<file path="src/rtl/dclock_pkg.sv">
// rtl/dclock_pkg.sv - mode encodings shared by the mode controller, alarm setter and selector
package dclock_pkg;

    typedef enum logic [1:0] {
        MODE1_TIME  = 2'd0,
        MODE1_DATE  = 2'd1,
        MODE1_TIMER = 2'd2,
        MODE1_ALARM = 2'd3
    } mode1_e;

    typedef enum logic [1:0] {
        MODE2_NORMAL     = 2'd0,
        MODE2_ALARM_HOUR = 2'd1,
        MODE2_ALARM_MIN  = 2'd2
    } mode2_e;

    function automatic mode1_e next_mode1(input mode1_e m);
        case (m)
            MODE1_TIME:  return MODE1_DATE;
            MODE1_DATE:  return MODE1_TIMER;
            MODE1_TIMER: return MODE1_ALARM;
            default:     return MODE1_TIME;
        endcase
    endfunction

    // Value 3 is never produced; anything unexpected falls back to NORMAL.
    function automatic mode2_e next_mode2(input mode2_e m);
        case (m)
            MODE2_NORMAL:     return MODE2_ALARM_HOUR;
            MODE2_ALARM_HOUR: return MODE2_ALARM_MIN;
            default:          return MODE2_NORMAL;
        endcase
    endfunction

endpackage

</file>
<file path="src/rtl/btn_debounce.sv">
// rtl/btn_debounce.sv - per-button debouncer with a registered one-cycle press strobe
module btn_debounce #(
    parameter int DEB_CYCLES = 4
) (
    input  logic clk,
    input  logic reset,
    input  logic raw,
    output logic level,
    output logic press
);

    localparam int CW = $clog2(DEB_CYCLES);
    localparam logic [CW-1:0] CNT_LAST = CW'(DEB_CYCLES - 1);

    logic          level_q, level_d;
    logic          prev_q, prev_d;
    logic          press_q, press_d;
    logic [CW-1:0] cnt_q, cnt_d;

    // A sample equal to the current level restarts the run of differing samples.
    always_comb begin
        level_d = level_q;
        cnt_d   = '0;
        prev_d  = level_q;
        press_d = level_q & ~prev_q;
        if (raw != level_q) begin
            if (cnt_q == CNT_LAST) begin
                level_d = raw;
            end else begin
                cnt_d = cnt_q + 1'b1;
            end
        end
    end

    always_ff @(posedge clk or posedge reset) begin
        if (reset) begin
            level_q <= 1'b0;
            prev_q  <= 1'b0;
            press_q <= 1'b0;
            cnt_q   <= '0;
        end else begin
            level_q <= level_d;
            prev_q  <= prev_d;
            press_q <= press_d;
            cnt_q   <= cnt_d;
        end
    end

    assign level = level_q;
    assign press = press_q;

endmodule

</file>
<file path="src/rtl/dclock_mode_ctrl.sv">
// rtl/dclock_mode_ctrl.sv - button-driven mode sequencer with increment auto-repeat and idle time-out
module dclock_mode_ctrl
    import dclock_pkg::*;
#(
    parameter int DEB_CYCLES   = 4,
    parameter int REPEAT_DELAY = 2,
    parameter int TIMEOUT      = 30
) (
    input  logic       clk,
    input  logic       reset,
    input  logic       tick_1hz,
    input  logic       btn_mode,
    input  logic       btn_set,
    input  logic       btn_inc,
    input  logic       alarm,
    output logic [1:0] mode1,
    output logic [1:0] mode2,
    output logic       increase,
    output logic       set
);

    localparam int RW = $clog2(REPEAT_DELAY + 2);
    localparam int IW = $clog2(TIMEOUT + 1);
    localparam logic [RW-1:0] RPT_SAT  = RW'(REPEAT_DELAY);
    localparam logic [IW-1:0] IDLE_MAX = IW'(TIMEOUT);

    logic mode_press, set_press, inc_press, inc_level;
    logic mode_level_unused, set_level_unused;

    btn_debounce #(.DEB_CYCLES(DEB_CYCLES)) u_deb_mode (
        .clk(clk), .reset(reset), .raw(btn_mode), .level(mode_level_unused), .press(mode_press)
    );
    btn_debounce #(.DEB_CYCLES(DEB_CYCLES)) u_deb_set (
        .clk(clk), .reset(reset), .raw(btn_set), .level(set_level_unused), .press(set_press)
    );
    btn_debounce #(.DEB_CYCLES(DEB_CYCLES)) u_deb_inc (
        .clk(clk), .reset(reset), .raw(btn_inc), .level(inc_level), .press(inc_press)
    );

    mode1_e        mode1_q, mode1_d;
    mode2_e        mode2_q, mode2_d;
    logic          increase_q, increase_d;
    logic          set_q, set_d;
    logic [RW-1:0] rpt_cnt_q, rpt_cnt_d;
    logic [IW-1:0] idle_q, idle_d;
    logic          rpt_fire;
    logic          accepted;

    // Repeat fires on the strobe that brings the held-tick count to REPEAT_DELAY or beyond.
    assign rpt_fire = tick_1hz && inc_level && ((int'(rpt_cnt_q) + 1) >= REPEAT_DELAY);

    always_comb begin
        mode1_d    = mode1_q;
        mode2_d    = mode2_q;
        increase_d = 1'b0;
        set_d      = 1'b0;
        accepted   = 1'b1;
        rpt_cnt_d  = rpt_cnt_q;
        idle_d     = idle_q;

        if (set_press && alarm) begin
            set_d = 1'b1;
        end else if (mode_press) begin
            mode1_d = next_mode1(mode1_q);
            mode2_d = MODE2_NORMAL;
        end else if (set_press) begin
            if (mode1_q == MODE1_ALARM) begin
                mode2_d = next_mode2(mode2_q);
            end else begin
                set_d = 1'b1;
            end
        end else if (inc_press || rpt_fire) begin
            increase_d = 1'b1;
        end else begin
            accepted = 1'b0;
        end

        if (!inc_level) begin
            rpt_cnt_d = '0;
        end else if (tick_1hz && rpt_cnt_q != RPT_SAT) begin
            rpt_cnt_d = rpt_cnt_q + 1'b1;
        end

        // A press in the same cycle wins over the forced return.
        if (accepted) begin
            idle_d = '0;
        end else begin
            if (tick_1hz && idle_q != IDLE_MAX) begin
                idle_d = idle_q + 1'b1;
            end
            if (idle_q == IDLE_MAX && (mode1_q != MODE1_TIME || mode2_q != MODE2_NORMAL)) begin
                mode1_d = MODE1_TIME;
                mode2_d = MODE2_NORMAL;
            end
        end
    end

    always_ff @(posedge clk or posedge reset) begin
        if (reset) begin
            mode1_q    <= MODE1_TIME;
            mode2_q    <= MODE2_NORMAL;
            increase_q <= 1'b0;
            set_q      <= 1'b0;
            rpt_cnt_q  <= '0;
            idle_q     <= '0;
        end else begin
            mode1_q    <= mode1_d;
            mode2_q    <= mode2_d;
            increase_q <= increase_d;
            set_q      <= set_d;
            rpt_cnt_q  <= rpt_cnt_d;
            idle_q     <= idle_d;
        end
    end

    assign mode1    = mode1_q;
    assign mode2    = mode2_q;
    assign increase = increase_q;
    assign set      = set_q;

endmodule

</file>
<file path="config.mk">
export PLATFORM = sky130hd
export DESIGN_NAME = dclock_mode_ctrl
export DESIGN_NICKNAME = d
export VERILOG_FILES = /design/src/rtl/dclock_pkg.sv /design/src/rtl/btn_debounce.sv /design/src/rtl/dclock_mode_ctrl.sv
export SDC_FILE = /design/constraint.sdc
export NUM_CORES = 1
export LEC_CHECK = 0
export BUFFER_PORTS_ARGS = -buffer_cell sky130_fd_sc_hd__buf_2
export CORE_MARGIN = 1.5
export CORE_UTILIZATION = 55
export CTS_CLUSTER_SIZE = 24
export DETAILED_ROUTE_END_ITERATION = 12
export GPL_TIMING_DRIVEN = 0
export PLACE_DENSITY = 0.81
export RECOVER_POWER = 25
export SLEW_MARGIN = 20
export SYNTH_ARGS = -nofsm -noshare
export SYNTH_HDL_FRONTEND = slang
export SYNTH_HIERARCHICAL = 1
export SYNTH_SLANG_ARGS = --single-unit
</file>
<file path="constraint.sdc">
create_clock -name clk -period 3.1 [get_ports clk]
set_clock_uncertainty 0.1 [all_clocks]
set_input_delay 0.155 -clock clk [delete_from_list [all_inputs] [get_ports clk]]
set_output_delay 0.155 -clock clk [all_outputs]
set_load 0.05 [all_outputs]
</file>
==> results of run 1 <==
[sequential cells by signal (all words and copies together), names as in the netlist]
name,cells
increase,1
u_deb_inc/press,1
u_deb_mode/level,1
u_deb_set/cnt_q,2
mode1,2
u_deb_set/prev_q,1
rpt_cnt_q,2
set,1
u_deb_set/level,1
u_deb_mode/press,1
u_deb_mode/prev_q,1
u_deb_inc/cnt_q,2
u_deb_set/press,1
u_deb_inc/prev_q,1
idle_q,5
u_deb_mode/cnt_q,2
u_deb_inc/level,1
mode2,2
[per-layer routing]
metal / vias up / share of wire (%)
met3: 4 / 2.4
li1: 435 / -
met4: 0 / 2.1
met5: - / 0
met1: 440 / 45
met2: 14 / 51
[stage by stage]
stage,instances,hold WS (ns)
after detailed placement,153,-0.00136
after global placement,153,-0.0161
after floorplan,113,-0.166
after global routing,163,0.210
final,163,0.181
after CTS,163,0.168
[logic make-up after synthesis]
| family | share of synthesized area, % |
|---|---|
| AND/OR/NAND/NOR | 19.9 |
| adder cells (fa/ha/maj) | 9.51 |
| multiplexers | 4.09 |
| XOR/XNOR | 2.66 |
| AO/OA/AOI/OAI | 7.14 |
| flip-flops | 53.3 |
| buffers and inverters | 3.43 |
[final cells by class]
class | instances | area [um2]
Clock buffer | 4 | 36.3
Fill cell | 182 | 728
Inverter | 12 | 45.0
Multi-Input combinational cell | 73 | 569
Sequential cell | 28 | 701
Tap cell | 28 | 35.0
Timing Repair Buffer | 18 | 119
[worst paths after layout]
kind	start	endpoint	slack [ns]	cells after the start
worst max-delay path	idle_q[0]	mode2[0]	1.45	5
worst min-delay path	reset	u_deb_mode/prev_q	0.18	3
worst max register to register	idle_q[0]	mode2[0]	1.45	5
worst min register to register	u_deb_set/prev_q	u_deb_set/press	0.31	1
max in group asynchronous	reset	rpt_cnt_q[0]	2.23	3
min in group clk	u_deb_set/prev_q	u_deb_set/press	0.31	1
[worst max-delay path, delay by kind of cell (launching register included)]
family                   cells  cell delay (ns)
buffers and inverters        1             0.09
flip-flops                   1             0.44
adder cells (fa/ha/maj)      1             0.19
AND/OR/NAND/NOR              2             0.61
AO/OA/AOI/OAI                1             0.10
[where the power goes]
| part | internal (uW) | switching (uW) |
|---|---|---|
| clock network | 72.0 | 109 |
| logic | 214 | 306 |
| registers | 502 | 109 |
[Yosys cell counts, drive strengths merged (2+ instances only)]
master   n  area (um2)
nor2b    7        43.8
xnor2    4        35.0
nand2    4        15.0
a21oi    3        15.0
o21ai    2        10.0
a21boi   2        15.0
mux2     3        33.8
mux2i    2        20.0
or3      4        30.0
nand3b   2        15.0
ha      10         125
dfrtp   28         701
a211oi   4        30.0
nand4    2        12.5
nor3     7        50.1
inv     12        45.0
nor2     5        18.8
nand3    3        15.0
[timing repair]
action	4_1_cts	5_1_grt
buffers inserted	0	0
endpoints found under the hold margin	33	0
endpoints found under the setup margin	0	0
hold buffers	6	0
==> metrics.md, run 1 <==
| Metric | Value |
|---|---|
| Synth cell types | `29` |
| Mapped Avg Cell Area | `11.6 um2` |
| WP data required | `3.21 ns` |
| Initial antenna violation count | `0` |
| CP startpoint kind | `flop` |
| Critical path's slowest cell | `dfrtp_1` |
| Max stage delay on crit path | `0.44 ns` |
| Slew Viols, Final | `0` |
| CP Cell Sequence | `inv_1 > ha_1 > nand4_1 > nor4_4 > a211oi_1` |
| Initial Util | `58.9%` |
| Clk_lat worst skew | `0.33 ns` |
| RSZ-0062 raised after global routing | `no` |
| Post-synth net total | `130` |
| Number of synthesized register bits | `28` |
| Die area | `2690 um2` |
| CTS tree | `yes` |
| Chip Width | `51.9 um` |
| Num ports | `13` |
| Global placer's final weighted congestion | `0.673` |
| Die Ht | `51.9 um` |
| Largest net degree at the start of global routing | `16` |
| GR Util met3 | `3.45%` |
| Max-Cap Viols | `0` |
| Worst-path clk slew | `0.15 ns` |
| Dpl cell area | `1410 um2` |
| Final Instance Area | `1510 um2` |
| Met2 Usage GRT | `36.5%` |
| Final setup fails | `0` |
| Core area | `2230 um2` |
| Period minus WS final | `1.65 ns` |
| Nature of the critical path endpoint | `flop` |
| Worst vdd rail ir drop | `647 uV` |
| Post-synth ARST share | `100%` |
| Clock Path Buffers | `2` |
| Placed wire-length estimate | `1.61 mm` |
| Run status | `complete, no violations` |
| Area growth syn-to-layout | `14.5%` |
| Total routed wirelength | `2.20 mm` |
| First-pass GRT wire length | `3.85 mm` |
| Routed vias/inst | `5.48` |
| Post-Syn Instances | `113` |
| Top_reg_cell synth | `dfrtp_1` |
| Commonest non-fill, non-tap cell in the layout | `dfrtp_1` |
| Gates resized, CTS repair | `0` |
| GRT Total Usage | `19.8%` |
| Ys Warns | `6` |
| Vias | `893` |
| First-pass iteration count of the detailed router | `4` |
| Post-DRT Antenna Nets | `0` |
| Detailed-route DRC error count | `0` |
| Worst Hold Class | `in2async` |
| Grt ovf | `0` |
| Total Neg Setup Slack | `0 ns` |
| Setup WS post-layout | `1.45 ns` |
| Critical Path Fanout Max | `4` |
| Slew headroom | `58.7%` |
| Number of flops mapped to enable cells by yosys | `0` |
| Register area share after synthesis | `53.3%` |
| Power Dens Cells | `872 nW/um2` |
| Worst Max-Slew Pin Slew | `0.614 ns` |
| Final net count | `153` |
| Antenna diode count | `0` |
| CTS buffer count | `3` |
| Most frequent cells in the layout | `dfrtp_1 (28), inv_1 (12), buf_2 (11)` |
| Drt initial violations | `11` |
| Leakage power | `0.000708 uW` |
| FP Rows | `17` |
| Share of post-route cells with drive strength above 1 | `14.8%` |
| Crit path kind | `reg2reg` |
| Hold Fails Final Rpt | `0` |
| FMAX | `604 MHz` |
| Arrival @ worst endpoint | `1.76 ns` |
| Via count of the first global-routing pass | `919` |
| Drt wl/cell | `13.5 um` |
| Synthesized cell area | `1320 um2` |
| Pwr Total | `1310 uW` |
| Crit share post-route | `53.4%` |
| Grt peak-use layer | `met2` |
| CTS Root Cell | `clkbuf_4` |
| # port buffers | `12` |
| GR Util met1 | `21.1%` |
| H-Tree Depth | `1` |
| Final core utilization | `67.4%` |
| Clock sink count | `28` |
| Setup slack after placement | `1.45 ns` |
(Power assumes the default switching activity.)
==> run 2: changes to the inputs <==
Settings changed: ABC_AREA set to 1, CORE_UTILIZATION 55 to 52, PLACE_DENSITY 0.81 to 0.8.
Clock period 3.1 ns to 1.4 ns, I/O delays scaled along.
==> run 2 against run 1 <==
Compared with the run above:
- register-to-register slack got worse by 1.4 ns
- clock power grew to 2.9 times the previous value
- clock-buffer cell count shrank 1
- power up 150%
- worst hold slack got worse by 0.10 ns
- wire length rose by 14%
- utilization decreased by 1.5 points
- largest cell class unchanged
- via count rose by 23%
- sequential power is 120% higher
- flip-flop and latch count is the same
- cell area increased by 9.4%
- non-clock buffer count rose by 2
==> metrics.md, run 2 <==
| Metric | Value |
|---|---|
| Run status | `complete, no violations` |
| Number of flops mapped to enable cells by yosys | `0 (unchanged)` |
| Nature of the critical path endpoint | `flop` |
| Post-Syn Instances | `160 (+42%)` |
| Chip Width | `54.5 um (+5.0%)` |
| Synth area leaders | `dfrtp_1 (51%), ha_1 (9.1%), inv_1 (7.9%)` |
| RSZ-0062 raised after global routing | `yes` |
| First-pass iteration count of the detailed router | `4 (unchanged)` |
| Initial antenna violation count | `0 (unchanged)` |
| R2R Path Start | `idle_q[0]` |
| Vias | `1094 (+23%)` |
| Core area | `2500 um2 (+12%)` |
| Post-synthesis mux area share | `0% (-4.1 points)` |
| Clk_lat worst skew | `0.33 ns (about the same)` |
| Largest net degree at the start of global routing | `17 (+1)` |
| Slew Viols, Final | `0 (unchanged)` |
| Hold Fails Final Rpt | `0 (unchanged)` |
| Post-synth ARST share | `100% (unchanged)` |
| Final setup fails | `0 (unchanged)` |
| First-pass GRT wire length | `4.20 mm (+9.0%)` |
| Commonest non-fill, non-tap cell in the layout | `nand2_1` |
| Total Neg Setup Slack | `0 ns (unchanged)` |
| Reg2reg path depth | `7 (+2)` |
| Post-DRT Antenna Nets | `0 (unchanged)` |
| CTS buffer count | `3 (unchanged)` |
| Initial Util | `55.2% (-3.7 points)` |
| Filler cells | `207 (+14%)` |
| Setup slack, reg-to-reg | `0.06 ns (-1.38 ns)` |
| Area of the multi-input gates | `609 um2 (+7.0%)` |
| Clock Path Buffers | `2 (unchanged)` |
| Leakage power | `0.000875 uW (+24%)` |
| Area growth syn-to-layout | `19.4%` |
| FF+latch area | `704 um2 (+0.54%)` |
| Biggest register | `idle_q` |
| Synth Area in Simple Gates | `26.6% (+6.7 points)` |
| Crit share post-route | `95.4% (+42 points)` |
| Die Ht | `54.5 um (+5.0%)` |
| Largest family of logic cells by synthesized area | `simple AND/OR/NAND/NOR gates` |
| Grt ovf | `0 (unchanged)` |
| Drt initial violations | `9 (-2)` |
| H-Tree Depth | `1 (unchanged)` |
| GRT Total Usage | `20.0% (+0.22 points)` |
| Number of synthesized register bits | `28 (unchanged)` |
| FMAX | `749 MHz (+24%)` |
| Clock sink count | `28 (unchanged)` |
| FP Rows | `18 (+1)` |
| Post-synth top area cell | `dfrtp_1` |
| Period minus WS final | `1.34 ns (-0.319 ns)` |
| Mapped Avg Cell Area | `8.62 um2 (-26%)` |
| Dpl cells | `202 (+32%)` |
| Most frequent cell after synthesis | `inv_1` |
| Synth Area in Adders | `9.07% (-0.44 points)` |
| Synth cell types | `17 (-41%)` |
| Placed wire-length estimate | `1.86 mm (+16%)` |
| Top_reg_cell synth | `dfrtp_1` |
| Min Hold Slack | `0.0795 ns (-0.102 ns)` |
| Detailed-route DRC error count | `0 (unchanged)` |
| Most frequent cells in the layout | `nand2_1 (26), inv_1 (25), dfrtp_1 (25)` |
| Critical path's slowest cell | `dfrtp_1` |
| Routed vias/inst | `5.11 (-6.7%)` |
| CP startpoint kind | `flop` |
| Top cells by count, synth | `inv_1 (29), dfrtp_1 (28), nand2_1 (28), nor2_1 (21), nand3_1 (16)` |
| Antenna diode count | `0 (unchanged)` |
| Ys Warns | `6 (unchanged)` |
| Worst vdd rail ir drop | `1450 uV (+120%)` |
| Via count of the first global-routing pass | `1053 (+15%)` |
| Xor/xnor share of the synthesized area | `0.635% (-2.0 points)` |
| Max stage delay on crit path | `0.42 ns (-0.02 ns)` |
| Final net count | `202 (+32%)` |
| Total routed wirelength | `2.50 mm (+14%)` |
| Crit path kind | `reg2reg` |
| Share of the synthesized area in the top cell type | `50.8% (-2.5 points)` |
| CP Cell Sequence | `inv_2 > ha_4 > nand2_2 > nor2_4 > nand2_2 > nor2_4 > nor2_1` |
| WP data required | `1.54 ns (-1.67 ns)` |
| Drt wl/cell | `11.7 um (-13%)` |
| # port buffers | `12 (unchanged)` |
| Global placer's final weighted congestion | `0.688 (+2.3%)` |
| Power Dens Cells | `1950 nW/um2 (+120%)` |
| Worst Hold Class | `in2async` |
| Post-synth net total | `177 (+36%)` |
| Worst Setup EP | `mode1[0]` |
| Arrival @ worst endpoint | `1.48 ns (-0.28 ns)` |
| CTS tree | `yes` |
| Slew headroom | `66.1% (+7.5 points)` |
| Register area share after synthesis | `50.8% (-2.5 points)` |
| Worst Max-Slew Pin Slew | `0.508 ns (-0.107 ns)` |
| Critical Path Fanout Max | `4 (unchanged)` |
| Final cell count without fillers | `214 (+31%)` |
| Max-Cap Viols | `0 (unchanged)` |
| Num ports | `13 (unchanged)` |
| Compound-gate portion of the synthesized area | `4.99% (-2.1 points)` |
| Share of post-route cells with drive strength above 1 | `19.6% (+4.8 points)` |
| Die area | `2970 um2 (+10%)` |
| CTS Root Cell | `clkbuf_4` |
| Synthesized cell area | `1380 um2 (+4.9%)` |
| R2r endpoint | `mode1[0]` |
| Worst-path clk slew | `0.15 ns (about the same)` |
| Max FFs per register | `5 (unchanged)` |
| Critical path startpoint | `idle_q[0]` |
==> run 2: area by class of cell <==
type / count / area share [%]
flip-flops and latches: 28 / 42.8
multi-input cells: 103 / 37.0
repair buffers: 20 / 8.13
inverters: 29 / 6.61
well taps: 30 / 2.28
clock inverters: 1 / 1.82
clock buffers: 3 / 1.37
==> run 2: report_power, final <==
| part | internal [uW] | leakage, uW | switching (uW) |
|---|---|---|---|
| combinational | 475 | 0.000488 | 870 |
| sequential | 1120 | 0.000359 | 221 |
| clock | 290 | 0.0000279 | 242 |
| total | 1880 | 0.000875 | 1330 |
==> run 2: repair_timing <==
| action | 4_1_cts | 5_1_grt |
|---|---|---|
| gates resized for setup | 1 | 12 |
| buffers inserted | 1 | 1 |
| setup endpoints to repair | 8 | 9 |
| hold buffers | 6 | 0 |
| hold endpoints to repair | 41 | 0 |
| pin swaps | 1 | 8 |
==> run 2: kinds of logic (layout without fill, tap and decap cells) <==
family                   count (synthesis)  count (layout)
adder cells (fa/ha/maj)                 10              10
AO/OA/AOI/OAI                           13              13
flip-flops                              28              28
buffers and inverters                   29              53
XOR/XNOR                                 1               1
AND/OR/NAND/NOR                         79              79
==> run 2: metrics by stage <==
stage	worst slack (ns)	cell area [um2]	total power (uW)	utilization, %
final	0.0643	1650	3210	65.9
after global routing	-0.0341	1650	3500	65.9
after CTS	0.00238	1600	3130	64.0
after detailed placement	-0.0343	1480	2580	59.2
after global placement	-0.00716	1480	2480	59.2
after floorplan	0.0493	1380	2270	-
==> run 2: layer usage <==
metal	part of all wire (%)	vias up	global-route usage [%]
met3	2.7	5	5.74
li1	-	551	-
met5	0	-	0
met4	1.4	0	7.08
met2	55	12	34.7
met1	41	526	23.5
==> run 2: how the worst min path moves through the flow <==
| stage | start | cells after the start | end | slack (ns) |
|---|---|---|---|---|
| floorplan | reset | 1 | u_deb_inc/cnt_q[0] | -0.25 |
| global placement | reset | 2 | u_deb_mode/prev_q | -0.1 |
| detailed placement | reset | 2 | u_deb_mode/prev_q | -0.1 |
| CTS | reset | 3 | u_deb_mode/prev_q | 0.06 |
| global route | reset | 3 | u_deb_inc/prev_q | 0.1 |
| finish | reset | 3 | u_deb_mode/cnt_q[1] | 0.08 |
==> run 2: worst max-delay path, delay by kind of cell, from the launching register on <==
kind                       cells  cell delay (ns)
DFF                            1             0.42
adders and majority gates      1             0.14
and+or+nand+nor                5             0.51
buffers and inverters          1             0.08
==> run 3: changes to the inputs <==
Settings changed: ABC_AREA 1 to unset, CORE_UTILIZATION 52 to 55, PLACE_DENSITY 0.8 to 0.81.
Clock period 1.4 ns to 1.3 ns, I/O delays scaled along.
==> run 3 against run 2 <==
Compared with the run above:
- the run now ends with negative setup slack left
- global-route usage grew 3.0 points
- critical path depth shrank 4
- flip-flop and latch count is the same
- setup slack lost 0.34 ns
- worst hold slack lost 0.051 ns
- sequential power grew 11%
- final cell count shrank 18%
- via count shrank 14%
- wire length grew 7.2%
- combinational power grew 29%
- largest cell class unchanged
==> metrics.md, run 3 (synthesized netlist as in run 1, its figures left out) <==
| Metric | Value |
|---|---|
| Grt ovf | `0 (unchanged)` |
| Biggest register | `idle_q` |
| Share of post-route cells with drive strength above 1 | `41.9% (+22 points)` |
| Routed vias/inst | `5.38 (+5.1%)` |
| Worst-path clk slew | `0.15 ns (about the same)` |
| Core area | `2230 um2 (-11%)` |
| Hold Fails Final Rpt | `0 (unchanged)` |
| Total routed wirelength | `2.68 mm (+7.2%)` |
| Die Ht | `51.9 um (-4.8%)` |
| Worst Hold Class | `in2reg` |
| Worst Setup EP | `mode1[1]` |
| First-pass GRT wire length | `4.60 mm (+9.5%)` |
| Drt initial violations | `7 (-2)` |
| Final cell count without fillers | `176 (-18%)` |
| RSZ-0062 raised after global routing | `yes` |
| Final setup fails | `9 (+9)` |
| Clock sink count | `28 (unchanged)` |
| Pwr Total | `3790 uW (+18%)` |
| Worst Max-Slew Pin Slew | `0.525 ns (+0.0176 ns)` |
| Global placer's final weighted congestion | `0.750 (+9.0%)` |
| Slew Viols, Final | `0 (unchanged)` |
| Largest net degree at the start of global routing | `17 (unchanged)` |
| Critical Path Fanout Max | `4 (unchanged)` |
| Post-DRT Antenna Nets | `0 (unchanged)` |
| Critical path startpoint | `u_deb_set/press` |
| # port buffers | `12 (unchanged)` |
| Slew headroom | `65.0% (-1.2 points)` |
| Setup slack, reg-to-reg | `-0.27 ns (-0.34 ns)` |
| Nature of the critical path endpoint | `flop` |
| Vias | `946 (-14%)` |
| Setup WS post-layout | `-0.272 ns (-0.337 ns)` |
| Drt wl/cell | `15.2 um (+30%)` |
| Clock Path Buffers | `2 (unchanged)` |
| Combinational power share | `45.7% (+3.9 points)` |
| GRT Total Usage | `23.0% (+3.0 points)` |
| Failing checks | `negative setup slack` |
| Hold-critical path depth | `4` |
| Arrival @ worst endpoint | `1.70 ns (+0.22 ns)` |
| Area growth syn-to-layout | `34.2%` |
| Total Neg Setup Slack | `-1.65 ns (-1.65 ns)` |
| Via count of the first global-routing pass | `1038 (-1.4%)` |
| Power Dens Cells | `2150 nW/um2 (+10%)` |
| First-pass iteration count of the detailed router | `4 (unchanged)` |
| Run status | `finished with violations` |
| FMAX | `636 MHz (-15%)` |
| Leakage power | `0.000798 uW (-8.7%)` |
| R2r endpoint | `mode1[1]` |
| Clk_lat worst skew | `0.33 ns (about the same)` |
| Worst vdd rail ir drop | `1780 uV (+23%)` |
| Sw Share | `38.7% (-2.7 points)` |
| Chip Width | `51.9 um (-4.8%)` |
| Psw | `1470 uW (+10%)` |
| Placed wire-length estimate | `1.64 mm (-12%)` |
| CTS Root Cell | `clkbuf_4` |
| H-Tree Depth | `1 (unchanged)` |
| Crit share post-route | `121% (+26 points)` |
| Max FFs per register | `5 (unchanged)` |
| Detailed-route DRC error count | `0 (unchanged)` |
| Die area | `2690 um2 (-9.3%)` |
| Dpl cells | `153 (-24%)` |
| Internal | `2320 uW (+23%)` |
| FP Rows | `17 (-1)` |
| Antenna diode count | `0 (unchanged)` |
| Clock power share | `15.1% (-1.4 points)` |
| Period minus WS final | `1.57 ns (+0.237 ns)` |
| Commonest non-fill, non-tap cell in the layout | `dfrtp_1` |
| Initial antenna violation count | `0 (unchanged)` |
| Crit path kind | `reg2reg` |
| Max-Cap Viols | `0 (unchanged)` |
| Flop pwr share | `39.2% (-2.4 points)` |
| Num ports | `13 (unchanged)` |
| Final net count | `166 (-18%)` |
| Initial Util | `58.9% (+3.7 points)` |
| Setup slack after placement | `-0.340 ns (-0.306 ns)` |
| CTS buffer count | `3 (unchanged)` |
| Most frequent cells in the layout | `dfrtp_1 (25), buf_4 (11), buf_2 (10)` |
| R2R Path Start | `u_deb_set/press` |
| WP data required | `1.42 ns (-0.12 ns)` |
| CP startpoint kind | `flop` |
| CTS tree | `yes` |
| Reg2reg path depth | `3 (-4)` |
==> run 3: cell types whose count changed in the layout (fill, tap and decap cells not counted), moves of 5 or more <==
cell	before	now
nand2_1	26	3
inv_1	25	8
nor3_2	0	5
nand3_1	15	2
buf_4	2	11
nor2_1	21	5
o21ai_0	6	1
nor2b_1	0	6
==> run 3: cell type report <==
class	count	area, um2
sequential	28	704
clock inverter	1	30.0
clock buffer	3	22.5
fill	133	469
timing repair buffer	31	225
inverter	12	45.0
tap	28	35.0
multi-input combinational	73	702
==> run 3: worst max-delay path: stages, from the launching register on <==
cell     delay [ns]
dfrtp_2        0.46
or3_4          0.41
nor4_4         0.42
nor2_1         0.08
==> run 3: power groups by stage <==
| stage | combinational, uW | sequential (uW) | clock [uW] |
|---|---|---|---|
| detailed placement | 1270 | 1510 | 0 |
| global route | 1900 | 1540 | 608 |
| finish | 1730 | 1490 | 570 |
| global placement | 1180 | 1480 | 0 |
| floorplan | 765 | 1690 | 0 |
| CTS | 1450 | 1480 | 584 |
==> run 3: how the worst min path moves through the flow <==
stage | endpoint | slack [ns] | from
final | rpt_cnt_q[1] | 0.03 | tick_1hz
after global routing | rpt_cnt_q[1] | 0.03 | tick_1hz
after CTS | idle_q[1] | 0.003 | tick_1hz
after detailed placement | u_deb_set/level | -0.10 | reset
after global placement | u_deb_set/prev_q | -0.11 | reset
after floorplan | u_deb_inc/cnt_q[0] | -0.26 | reset
==> run 3: routing by layer <==
layer,global-route usage (%),share of wire (%),vias to the layer above
li1,-,-,463
met1,27.0,44,460
met2,41.4,52,17
met3,3.74,2.5,6
met4,9.21,1.8,0
met5,0,0,-
==> run 3: repair_timing <==
item	CTS	global route
endpoints found under the setup margin	8	13
pin swaps	4	11
gates resized for setup	12	20
endpoints found under the hold margin	41	1
hold buffers	6	1
setup buffers	7	5
cloned	0	0
==> run 3: through the flow <==
stage / cell area, um2 / hold slack [ns] / utilization (%)
2_1_floorplan: 1340 / -0.256 / -
3_3_place_gp: 1430 / -0.105 / 64.2
3_5_place_dp: 1430 / -0.101 / 64.2
4_1_cts: 1650 / 0.00309 / 73.7
5_1_grt: 1760 / 0.0280 / 79.0
6_report: 1760 / 0.0283 / 79.0
